==> src/rtl/msh_link_crdt_ctrl.sv <==
// msh_link_crdt_ctrl
//   Credit controller for the mesh link channels (wr_req / rd_req / rd_rsp
//   planes) at a mesh node boundary. Credits are held either in one counter
//   per channel (SHARED=0) or in a single pool arbitrated round-robin
//   (SHARED=1). An init/flush sequence lets a mesh edge be drained and
//   re-credited without a reset.
//
// Ports
//   mclk          mesh clock
//   i_reset       asynchronous reset, active-high
//   i_en          start init (sampled in IDLE)
//   i_flush       start flush (sampled in ACTIVE)
//   i_init_crdts  credits loaded per counter (pool value when SHARED=1)
//   i_req         per-channel send request
//   i_crdt_rtn    per-channel credit return, one credit per pulse
//   o_gnt         per-channel send grant, consumes one credit
//   o_crdt_cnt    current counts, CW bits per channel (pool in slice 0 when SHARED=1)
//   o_active      controller is in ACTIVE
//   o_flush_done  one-cycle pulse on the return to IDLE after a flush
//   o_ovf_err     sticky per-channel error for returns that could not be absorbed
module msh_link_crdt_ctrl #(
    parameter int NUM_CHAN  = 4,
    parameter int MAX_CRDTS = 8,
    parameter int SHARED    = 0,
    parameter int CW        = $clog2(MAX_CRDTS + 1)
) (
    input  logic                   mclk,
    input  logic                   i_reset,
    input  logic                   i_en,
    input  logic                   i_flush,
    input  logic [CW-1:0]          i_init_crdts,
    input  logic [NUM_CHAN-1:0]    i_req,
    input  logic [NUM_CHAN-1:0]    i_crdt_rtn,
    output logic [NUM_CHAN-1:0]    o_gnt,
    output logic [NUM_CHAN*CW-1:0] o_crdt_cnt,
    output logic                   o_active,
    output logic                   o_flush_done,
    output logic [NUM_CHAN-1:0]    o_ovf_err
);

    localparam int PW = (NUM_CHAN > 1) ? $clog2(NUM_CHAN) : 1;
    // Pool arithmetic width: count plus room for NUM_CHAN simultaneous returns.
    localparam int WW = CW + ((NUM_CHAN > 1) ? $clog2(NUM_CHAN) : 0) + 1;
    localparam logic [CW-1:0] MAX_C = CW'(MAX_CRDTS);

    typedef enum logic [1:0] {
        ST_IDLE,
        ST_INIT,
        ST_ACTIVE,
        ST_FLUSH
    } state_t;

    state_t              state;
    logic [CW-1:0]       cnt     [NUM_CHAN];
    logic [CW-1:0]       cnt_nxt [NUM_CHAN];
    logic [CW-1:0]       loaded;
    logic [PW-1:0]       rr_ptr;
    logic                flush_done_q;
    logic [NUM_CHAN-1:0] ovf_q;

    logic [NUM_CHAN-1:0] gnt;
    logic                rr_hit;
    logic [PW-1:0]       rr_sel;
    logic [PW:0]         rr_pos;
    logic [NUM_CHAN-1:0] ovf_set;
    logic [WW-1:0]       pool_sum;
    logic                all_full;
    logic [CW-1:0]       init_val;

    function automatic logic [CW-1:0] clamp_init(input logic [CW-1:0] v);
        return (v > MAX_C) ? MAX_C : v;
    endfunction

    function automatic logic [WW-1:0] popcount(input logic [NUM_CHAN-1:0] v);
        logic [WW-1:0] n;
        n = '0;
        for (int i = 0; i < NUM_CHAN; i++) n = n + WW'(v[i]);
        return n;
    endfunction

    // Saturate the wide pool sum at the loaded credit value.
    function automatic logic [CW-1:0] sat_pool(input logic [WW-1:0] sum,
                                               input logic [CW-1:0] lim);
        return (sum > WW'(lim)) ? lim : sum[CW-1:0];
    endfunction

    assign init_val = clamp_init(i_init_crdts);

    // Grant decode from registered state and counts.
    always_comb begin
        gnt    = '0;
        rr_hit = 1'b0;
        rr_sel = '0;
        rr_pos = '0;
        if (state == ST_ACTIVE) begin
            if (SHARED != 0) begin
                if (cnt[0] != '0) begin
                    for (int k = 0; k < NUM_CHAN; k++) begin
                        rr_pos = {1'b0, rr_ptr} + (PW+1)'(k);
                        if (rr_pos >= (PW+1)'(NUM_CHAN)) rr_pos = rr_pos - (PW+1)'(NUM_CHAN);
                        if (!rr_hit && i_req[rr_pos[PW-1:0]]) begin
                            rr_hit                 = 1'b1;
                            rr_sel                 = rr_pos[PW-1:0];
                            gnt[rr_pos[PW-1:0]]    = 1'b1;
                        end
                    end
                end
            end else begin
                for (int c = 0; c < NUM_CHAN; c++) gnt[c] = i_req[c] && (cnt[c] != '0);
            end
        end
    end

    // Next counts and overflow flags; returns outside ACTIVE/FLUSH are errors.
    always_comb begin
        cnt_nxt  = cnt;
        ovf_set  = '0;
        pool_sum = '0;
        if (state == ST_ACTIVE || state == ST_FLUSH) begin
            if (SHARED != 0) begin
                pool_sum   = WW'(cnt[0]) - WW'(|gnt) + popcount(i_crdt_rtn);
                cnt_nxt[0] = sat_pool(pool_sum, loaded);
                if (pool_sum > WW'(loaded)) ovf_set = i_crdt_rtn;
            end else begin
                for (int c = 0; c < NUM_CHAN; c++) begin
                    if (i_crdt_rtn[c] && !gnt[c] && (cnt[c] == loaded))
                        ovf_set[c] = 1'b1;
                    else
                        cnt_nxt[c] = cnt[c] - CW'(gnt[c]) + CW'(i_crdt_rtn[c]);
                end
            end
        end else begin
            ovf_set = i_crdt_rtn;
        end
    end

    always_comb begin
        all_full = 1'b1;
        if (SHARED != 0) begin
            all_full = (cnt[0] == loaded);
        end else begin
            for (int c = 0; c < NUM_CHAN; c++)
                if (cnt[c] != loaded) all_full = 1'b0;
        end
    end

    always_ff @(posedge mclk or posedge i_reset) begin
        if (i_reset) begin
            state        <= ST_IDLE;
            loaded       <= '0;
            rr_ptr       <= '0;
            flush_done_q <= 1'b0;
            ovf_q        <= '0;
            for (int c = 0; c < NUM_CHAN; c++) cnt[c] <= '0;
        end else begin
            flush_done_q <= 1'b0;
            case (state)
                ST_IDLE: begin
                    ovf_q <= ovf_q | ovf_set;
                    if (i_en) begin
                        state <= ST_INIT;
                        ovf_q <= '0;
                    end
                end
                ST_INIT: begin
                    // The clear wins over any return seen during init.
                    ovf_q  <= '0;
                    loaded <= init_val;
                    for (int c = 0; c < NUM_CHAN; c++)
                        cnt[c] <= (SHARED == 0 || c == 0) ? init_val : '0;
                    state  <= ST_ACTIVE;
                end
                ST_ACTIVE: begin
                    cnt   <= cnt_nxt;
                    ovf_q <= ovf_q | ovf_set;
                    if (rr_hit)
                        rr_ptr <= (rr_sel == PW'(NUM_CHAN - 1)) ? '0 : rr_sel + PW'(1);
                    if (i_flush) state <= ST_FLUSH;
                end
                ST_FLUSH: begin
                    cnt   <= cnt_nxt;
                    ovf_q <= ovf_q | ovf_set;
                    if (all_full) begin
                        flush_done_q <= 1'b1;
                        state        <= ST_IDLE;
                    end
                end
                default: state <= ST_IDLE;
            endcase
        end
    end

    always_comb begin
        o_crdt_cnt = '0;
        for (int c = 0; c < NUM_CHAN; c++) o_crdt_cnt[c*CW +: CW] = cnt[c];
    end

    assign o_gnt        = gnt;
    assign o_active     = (state == ST_ACTIVE);
    assign o_flush_done = flush_done_q;
    assign o_ovf_err    = ovf_q;

endmodule

==> config.mk <==
export PLATFORM = sky130hd
export DESIGN_NAME = msh_link_crdt_ctrl
export DESIGN_NICKNAME = d
export VERILOG_FILES = /design/src/rtl/msh_link_crdt_ctrl.sv
export SDC_FILE = /design/constraint.sdc
export NUM_CORES = 1
export LEC_CHECK = 0
export CAP_MARGIN = 20
export CORE_ASPECT_RATIO = 0.8
export CORE_MARGIN = 2
export CORE_UTILIZATION = 35
export CTS_CLUSTER_DIAMETER = 200
export DETAILED_ROUTE_END_ITERATION = 7
export PLACE_DENSITY = 0.6
export SLEW_MARGIN = 20
export SYNTH_ARGS = -nofsm -noshare
export SYNTH_HDL_FRONTEND = slang
export SYNTH_SLANG_ARGS = --single-unit
==> constraint.sdc <==
create_clock -name mclk -period 2.5 [get_ports mclk]
set_input_delay 0.5 -clock mclk [delete_from_list [all_inputs] [get_ports mclk]]
set_output_delay 0.5 -clock mclk [all_outputs]
set_load 0.01 [all_outputs]
## Word-level counts from Yosys, hierarchy flattened

Index checks and enable logic that the tools add are counted.

| word-level totals | value |
|---|---|
| flip-flop bits (word level) | 27 |
| output and inout bits | 26 |

| cells by class | value |
|---|---|
| eq/ne operators | 19 |
| order comparisons | 1 |
| bitwise gates (word level) | 1 |
| muxes and demuxes | 25 |
| $add $sub $neg | 8 |
| reduce and logical (&&, ||, !) cells | 29 |

Operators with widths:

| cell | number |
|---|---|
| $mux W4 | 8 |
| $pmux W16 S2 | 1 |
| $add A4 B1 Y4 | 4 |
| $eq A4 B4 Y1 | 4 |
| $mux W16 | 1 |
| $ne A4 B4 Y1 | 4 |
| $reduce_bool A4 Y1 | 4 |
| $sub A4 B1 Y4 | 4 |
| $reduce_and A3 Y1 | 5 |
| $ne A2 B2 Y1 const B | 7 |
| $logic_and A1 B1 Y1 | 12 |
| $pmux W4 S3 | 1 |
| $mux W1 | 10 |
| $pmux W2 S4 | 1 |
| $mux W2 | 3 |
| $eq A2 B2 Y1 const B | 2 |
| $gt A4 B4 Y1 const B | 1 |
| $logic_not A1 Y1 | 4 |
| $or A4 B4 Y4 | 1 |
| $eq A2 B1 Y1 const B | 1 |
| $logic_not A2 Y1 | 1 |
| $ne A2 B1 Y1 const B | 1 |
| $reduce_bool A2 Y1 | 1 |
| $reduce_or A2 Y1 | 1 |
| $logic_or A1 B1 Y1 | 1 |

## Logic depth before layout (Yosys ltp)

| logic depth | value |
|---|---|
| depth after elaboration | 11 |
| mapped depth | 12 |
| gate-level depth less buffers | 12 |

## Worst setup path before layout

OpenSTA, ideal clock, no wires.

| timing | value |
|---|---|
| kind | register -> register |
| start | register state[0] |
| end | register cnt, in the netlist o_crdt_cnt[2] |
| arrival time | 2.581 ns |
| path slack | -0.206 ns |
| path buffers | 0 |
| cell stages (with the launch flop) | 13 |
| period minus slack after synthesis | 2.706 ns |
| cell sequence | dfrtp_1 > inv_1 > ha_1 > nand2_1 > a31oi_1 > ha_1 > inv_1 > ha_1 > inv_1 > fa_1 > xor2_1 > o21ai_0 > mux2_2 |

| on the way | value |
|---|---|
| cells in the longest elaborated chain, start to end | 7 |
| elaborated cells on any way between the ends | 18 |
| those cells by class | 2 x add/sub; 5 x eq/ne; 4 x mux; 7 x reduce/logical |

RTL lines:

| what | RTL line | RTL |
|---|---|---|
| start, declared | 53 | `state_t state;` |
| start signal, assigned | 149 | `state <= ST_IDLE;` |
| start signal, assigned | 161 | `state <= ST_INIT;` |
| start signal, assigned | 171 | `state <= ST_ACTIVE;` |
| $eq A2 B2 Y1 * | -- |  |
| named net o_active | 36 | `output logic o_active,` |
| $mux W4 * | 95 | `if (state == ST_ACTIVE) begin` |
| named net o_gnt[0] | 34 | `output logic [NUM_CHAN-1:0] o_gnt,` |
| $sub A4 B1 Y4 / $logic_not A1 Y1 (equally long branches) | 129, 126 |  |
| $add A4 B1 Y4 / $logic_and A1 B1 Y1 (equally long branches) | 129, 126 |  |
| $mux W4 / $logic_and A1 B1 Y1 (equally long branches) | 126 | `if (i_crdt_rtn[c] && !gnt[c] && (cnt[c] == loaded))` |
| $mux W16 / $ne A2 B2 Y1 (equally long branches) | -- |  |
| $pmux W16 S2 / $reduce_and A3 Y1 (equally long branches) | -- |  |
| end signal, assigned by index | 170 | `cnt[c] <= (SHARED == 0 \|\| c == 0) ? init_val : '0;` |
| end signal, assigned | 174 | `cnt <= cnt_nxt;` |
| end signal, assigned | 181 | `cnt <= cnt_nxt;` |
| end, declared | 54 | `logic [CW-1:0] cnt [NUM_CHAN];` |

Mark *: on every way through the listed nets, which the timed path passes. The rest lies on a longest branch. The select of a mux whose other input is x is not followed.
A chain may end at the register's enable or synchronous reset.

## Final worst setup path

| timing | value |
|---|---|
| start | input i_req[0] |
| end | register cnt, in the netlist o_crdt_cnt[2] |

| on the way | value |
|---|---|
| cells in the longest elaborated chain, start to end | 7 |
| elaborated cells on any way between the ends | 12 |
| those cells by class | 2 x add/sub; 1 x eq/ne; 4 x mux; 5 x reduce/logical |

RTL lines:

| what | RTL line | RTL |
|---|---|---|
| start, declared | 32 | `input logic [NUM_CHAN-1:0] i_req,` |
| $logic_and A1 B1 Y1 * | 109 | `for (int c = 0; c < NUM_CHAN; c++) gnt[c] = i_req[c] && (cnt[c] != '0);` |
| $mux W4 * | 95 |  |
| $sub A4 B1 Y4 / $logic_not A1 Y1 (equally long branches) | 129, 126 |  |
| $add A4 B1 Y4 / $logic_and A1 B1 Y1 (equally long branches) | 129, 126 |  |
| $mux W4 / $logic_and A1 B1 Y1 (equally long branches) | 126 |  |
| $mux W16 / $ne A2 B2 Y1 (equally long branches) | -- |  |
| $pmux W16 S2 / $reduce_and A3 Y1 (equally long branches) | -- |  |

Mark *: on every way between the ends. The rest lies on a longest branch, timed or not. The select of a mux whose other input is x is not followed.

==> results by group <==
Run status
  – Status: finished, final reports clean

GRT
  – All-Layer GR Usage: 18.0%
  – Met2 usage: 28.1%
  – Grt peak-use layer: met2
  – Met1 usage: 26.4%
  – Met3 Use GR: 3.08%
  – Vias in the first global route: 1808
  – Largest net degree at the start of global routing: 28
  – Remaining global-route overflow: 0
  – Initial antenna violation count: 0
  – First-pass GRT wire length: 9310 um

Floorplanning
  – DIE WIDTH: 91.4 um
  – Starting Density: 36.1%
  – Die area: 6750 sq um
  – Core area: 5910 sq um
  – Die Y: 73.9 um
  – I/O pins: 42
  – Row Count: 25

Route
  – Post-Route WL: 5500 um
  – Drc violations: 0
  – Routed Antenna Nets: 0
  – Detailed-route via count: 1752
  – First drt pass iteration count: 4
  – Starting DRC count in detailed routing: 49
  – Vias per cell: 4.85
  – Drt wl/cell: 15.2 um

Finish
  – Post-Layout Cell Count: 361
  – Area occupied by multi-input gates: 1380 sq um
  – Final Core Density: 49.7%
  – Number of antenna diodes: 0
  – Area growth from synthesis to layout: 37.4%
  – Nets: 326
  – Register area: 676 sq um
  – Filler cells: 558
  – Fraction of layout cells with a size suffix above 1: 23.9%

Timing
  – Setup violation total in the final timing report: 0
  – Unrepaired setup endpoints after global routing: yes
  – Setup TNS: 0 ps
  – Setup Skew: 6.86 ps
  – Final count of hold timing violations: 0
  – Minimum clock period: 2410 ps
  – Final Slew Violations: 0
  – Worst Tran Pin Value: 444 ps
  – Relative slew margins: 70.3%
  – Tcrit/Tclk final: 96.6%
  – Final WS setup: 85.7 ps
  – Hold Slack: 569 ps
  – FMAX: 414 MHz

Placed design
  – Placed insts: 356
  – Gpl congestion: 0.789
  – Setup Slack @ Placement: -217 ps
  – Port buffer count: 41
  – HPWL Detailed: 4360 um

Critical path
  – Crit. End Element: flip-flop
  – Flop-to-flop setup slack: 100 ps
  – Worst flop-to-flop path endpoint: o_crdt_cnt[6]
  – R2r worst-path depth: 11
  – CP Class: in2reg
  – Max FO, Critical Path: 2
  – FF-to-FF Start: state[1]
  – Data arrival, critical path: 2600 ps
  – Critical Path RT: 2680 ps
  – Crit start category: input pin

Yosys
  – Yosys top cell by area: dfrtp_1
  – Syn Area/Cell: 9.99 sq um
  – EDFF count, synth: 0
  – Commonest cells post-synth: 32 x inv_1, 27 x dfrtp_1, 25 x ha_1, 20 x xnor2_1, 15 x a21oi_1
  – Mapped Cells: 214
  – Synth area leaders: dfrtp_1 32%, ha_1 15%, xnor2_1 8.2%, inv_1 5.6%, mux2_2 5.3%
  – Total number of yosys warnings: 0
  – Netlist cell types: 32
  – Dominant synthesized flop cell: dfrtp_1
  – FF+latch count, synth: 27
  – Syn nets: 259
  – Mapped cell area: 2140 sq um
  – Sequential element share of the synthesized area: 31.6%
  – Asr flop ratio synth: 100%
  – Cell with the most instances after synthesis: inv_1
  – Synth top area share: 31.6%

Power and ir drop
  – P_leak: 1.30 nW
  – Combinational Power Share: 72.9%
  – Sequential power share: 20.8%
  – Clock power share: 6.4%
  – Cell internal pwr: 2.40 mW
  – Sw Pwr: 1.85 mW
  – Sw Share: 43.5%
  – Pwr per Cell Area: 1450 nW/um^2
  – Worst vdd ir: 0.669 mV

CTS
  – Root buffer cell: clkbuf_8
  – CTS buffer count: 3
  – Reg clk slew, reported paths: 100 ps
  – CTS tree: built
  – Clock sink count: 27
  – Clock Tree Buf Depth: 2
  – Clock Latency Late Sink: 290 ps
  – Cts hold-fix bufs: 0
  – CTS HTree Levels: 1

Hold path
  – Worst Hold Class: reg2reg
  – Worst Hold End: o_ovf_err[3]
  – Hold Path Cell Cnt: 2
  – Hold Startpoint: o_ovf_err[3]

Flow run
  – Max cap viols: 0
[metrics by stage]
step / total power [mW] / area (sq um)
after detailed placement: 3.92 / 2840
after CTS: 4.23 / 2900
after global placement: 3.86 / 2840
after floorplan: 2.86 / 2170
after global routing: 4.65 / 2940
final: 4.25 / 2940
[power by group through the flow]
stage	Combinational (mW)	Sequential [mW]	Clock (mW)
CTS	3.07	0.883	0.281
floorplan	1.95	0.906	0
detailed placement	3.04	0.886	0
global route	3.44	0.918	0.297
finish	3.10	0.883	0.270
global placement	2.98	0.885	0
[kinds of logic (layout without fill, tap and decap cells)]
group	after synthesis	after routing	synth area share (%)
AO/OA/AOI/OAI	42	42	12.4
buffers and inverters	38	104	7.61
AND/OR/NAND/NOR	34	34	8.90
adder cells (fa/ha/maj)	29	29	18.4
flip-flops	27	27	31.6
XOR/XNOR	24	24	10.9
multiplexers	20	20	10.2
[state kept, by name, summed over array words and instances, names as in the netlist]
name / count
state: 2
loaded: 4
o_flush_done: 1
o_crdt_cnt: 16
o_ovf_err: 4
[worst max-delay path by stage]
stage                        start             end  slack (ps)
after global routing      state[0]   o_crdt_cnt[7]          -6
after global placement    i_req[0]   o_crdt_cnt[2]        -180
after detailed placement  i_req[0]   o_crdt_cnt[2]        -220
final                     i_req[0]   o_crdt_cnt[2]          90
after floorplan           state[0]   o_crdt_cnt[2]         -20
after CTS                 state[0]  o_crdt_cnt[15]          20
[critical path, cell delays in order]
cell             delay [ps]
clkdlybuf4s50_1         460
nand2_1                  90
a31oi_4                 150
ha_1                    250
inv_1                    50
ha_1                    150
inv_1                    50
fa_1                    370
xor2_1                  160
o21ai_0                  90
mux2_2                  270
[cell type report]
type | instances | area share [%]
Sequential cell | 27 | 23.0
Clock buffer | 3 | 1.41
Tap cell | 81 | 3.45
Timing Repair Buffer | 68 | 20.9
Multi-Input combinational cell | 149 | 46.9
Inverter | 32 | 4.09
Clock inverter | 1 | 0.256
[routing by layer]
layer | share of wire [%] | wire length, um | vias to the layer above
li1 | - | - | 863
met1 | 51 | 2790 | 852
met2 | 45 | 2480 | 32
met3 | 3.3 | 183 | 5
met4 | 0.73 | 40 | 0
met5 | 0 | 0 | -
[placed cells by master, fill, tap and decap left out, types with 2 or more instances in the layout]
| cell | n |
|---|---|
| a211oi_1 | 4 |
| a21o_1 | 4 |
| a21o_2 | 4 |
| a21oi_1 | 12 |
| a21oi_2 | 3 |
| a31oi_2 | 2 |
| a31oi_4 | 2 |
| buf_4 | 26 |
| clkbuf_8 | 3 |
| clkdlybuf4s50_1 | 38 |
| dfrtp_1 | 27 |
| dlygate4sd2_1 | 3 |
| fa_1 | 2 |
| fa_2 | 2 |
| ha_1 | 22 |
| ha_2 | 2 |
| inv_1 | 31 |
| mux2_2 | 10 |
| mux2i_1 | 9 |
| nand2_1 | 5 |
| nand2b_1 | 2 |
| nand3b_1 | 2 |
| nand4_1 | 4 |
| nor2_1 | 10 |
| nor3b_1 | 6 |
| o21ai_0 | 6 |
| o22ai_1 | 4 |
| xnor2_1 | 20 |
| xnor2_2 | 3 |
[timing repair]
| action | 4_1_cts | 5_1_grt |
|---|---|---|
| setup buffers | 0 | 1 |
| setup endpoints to repair | 4 | 7 |
| pin swaps | 1 | 10 |
| resized for setup | 5 | 10 |
(Power assumes the default switching activity.)
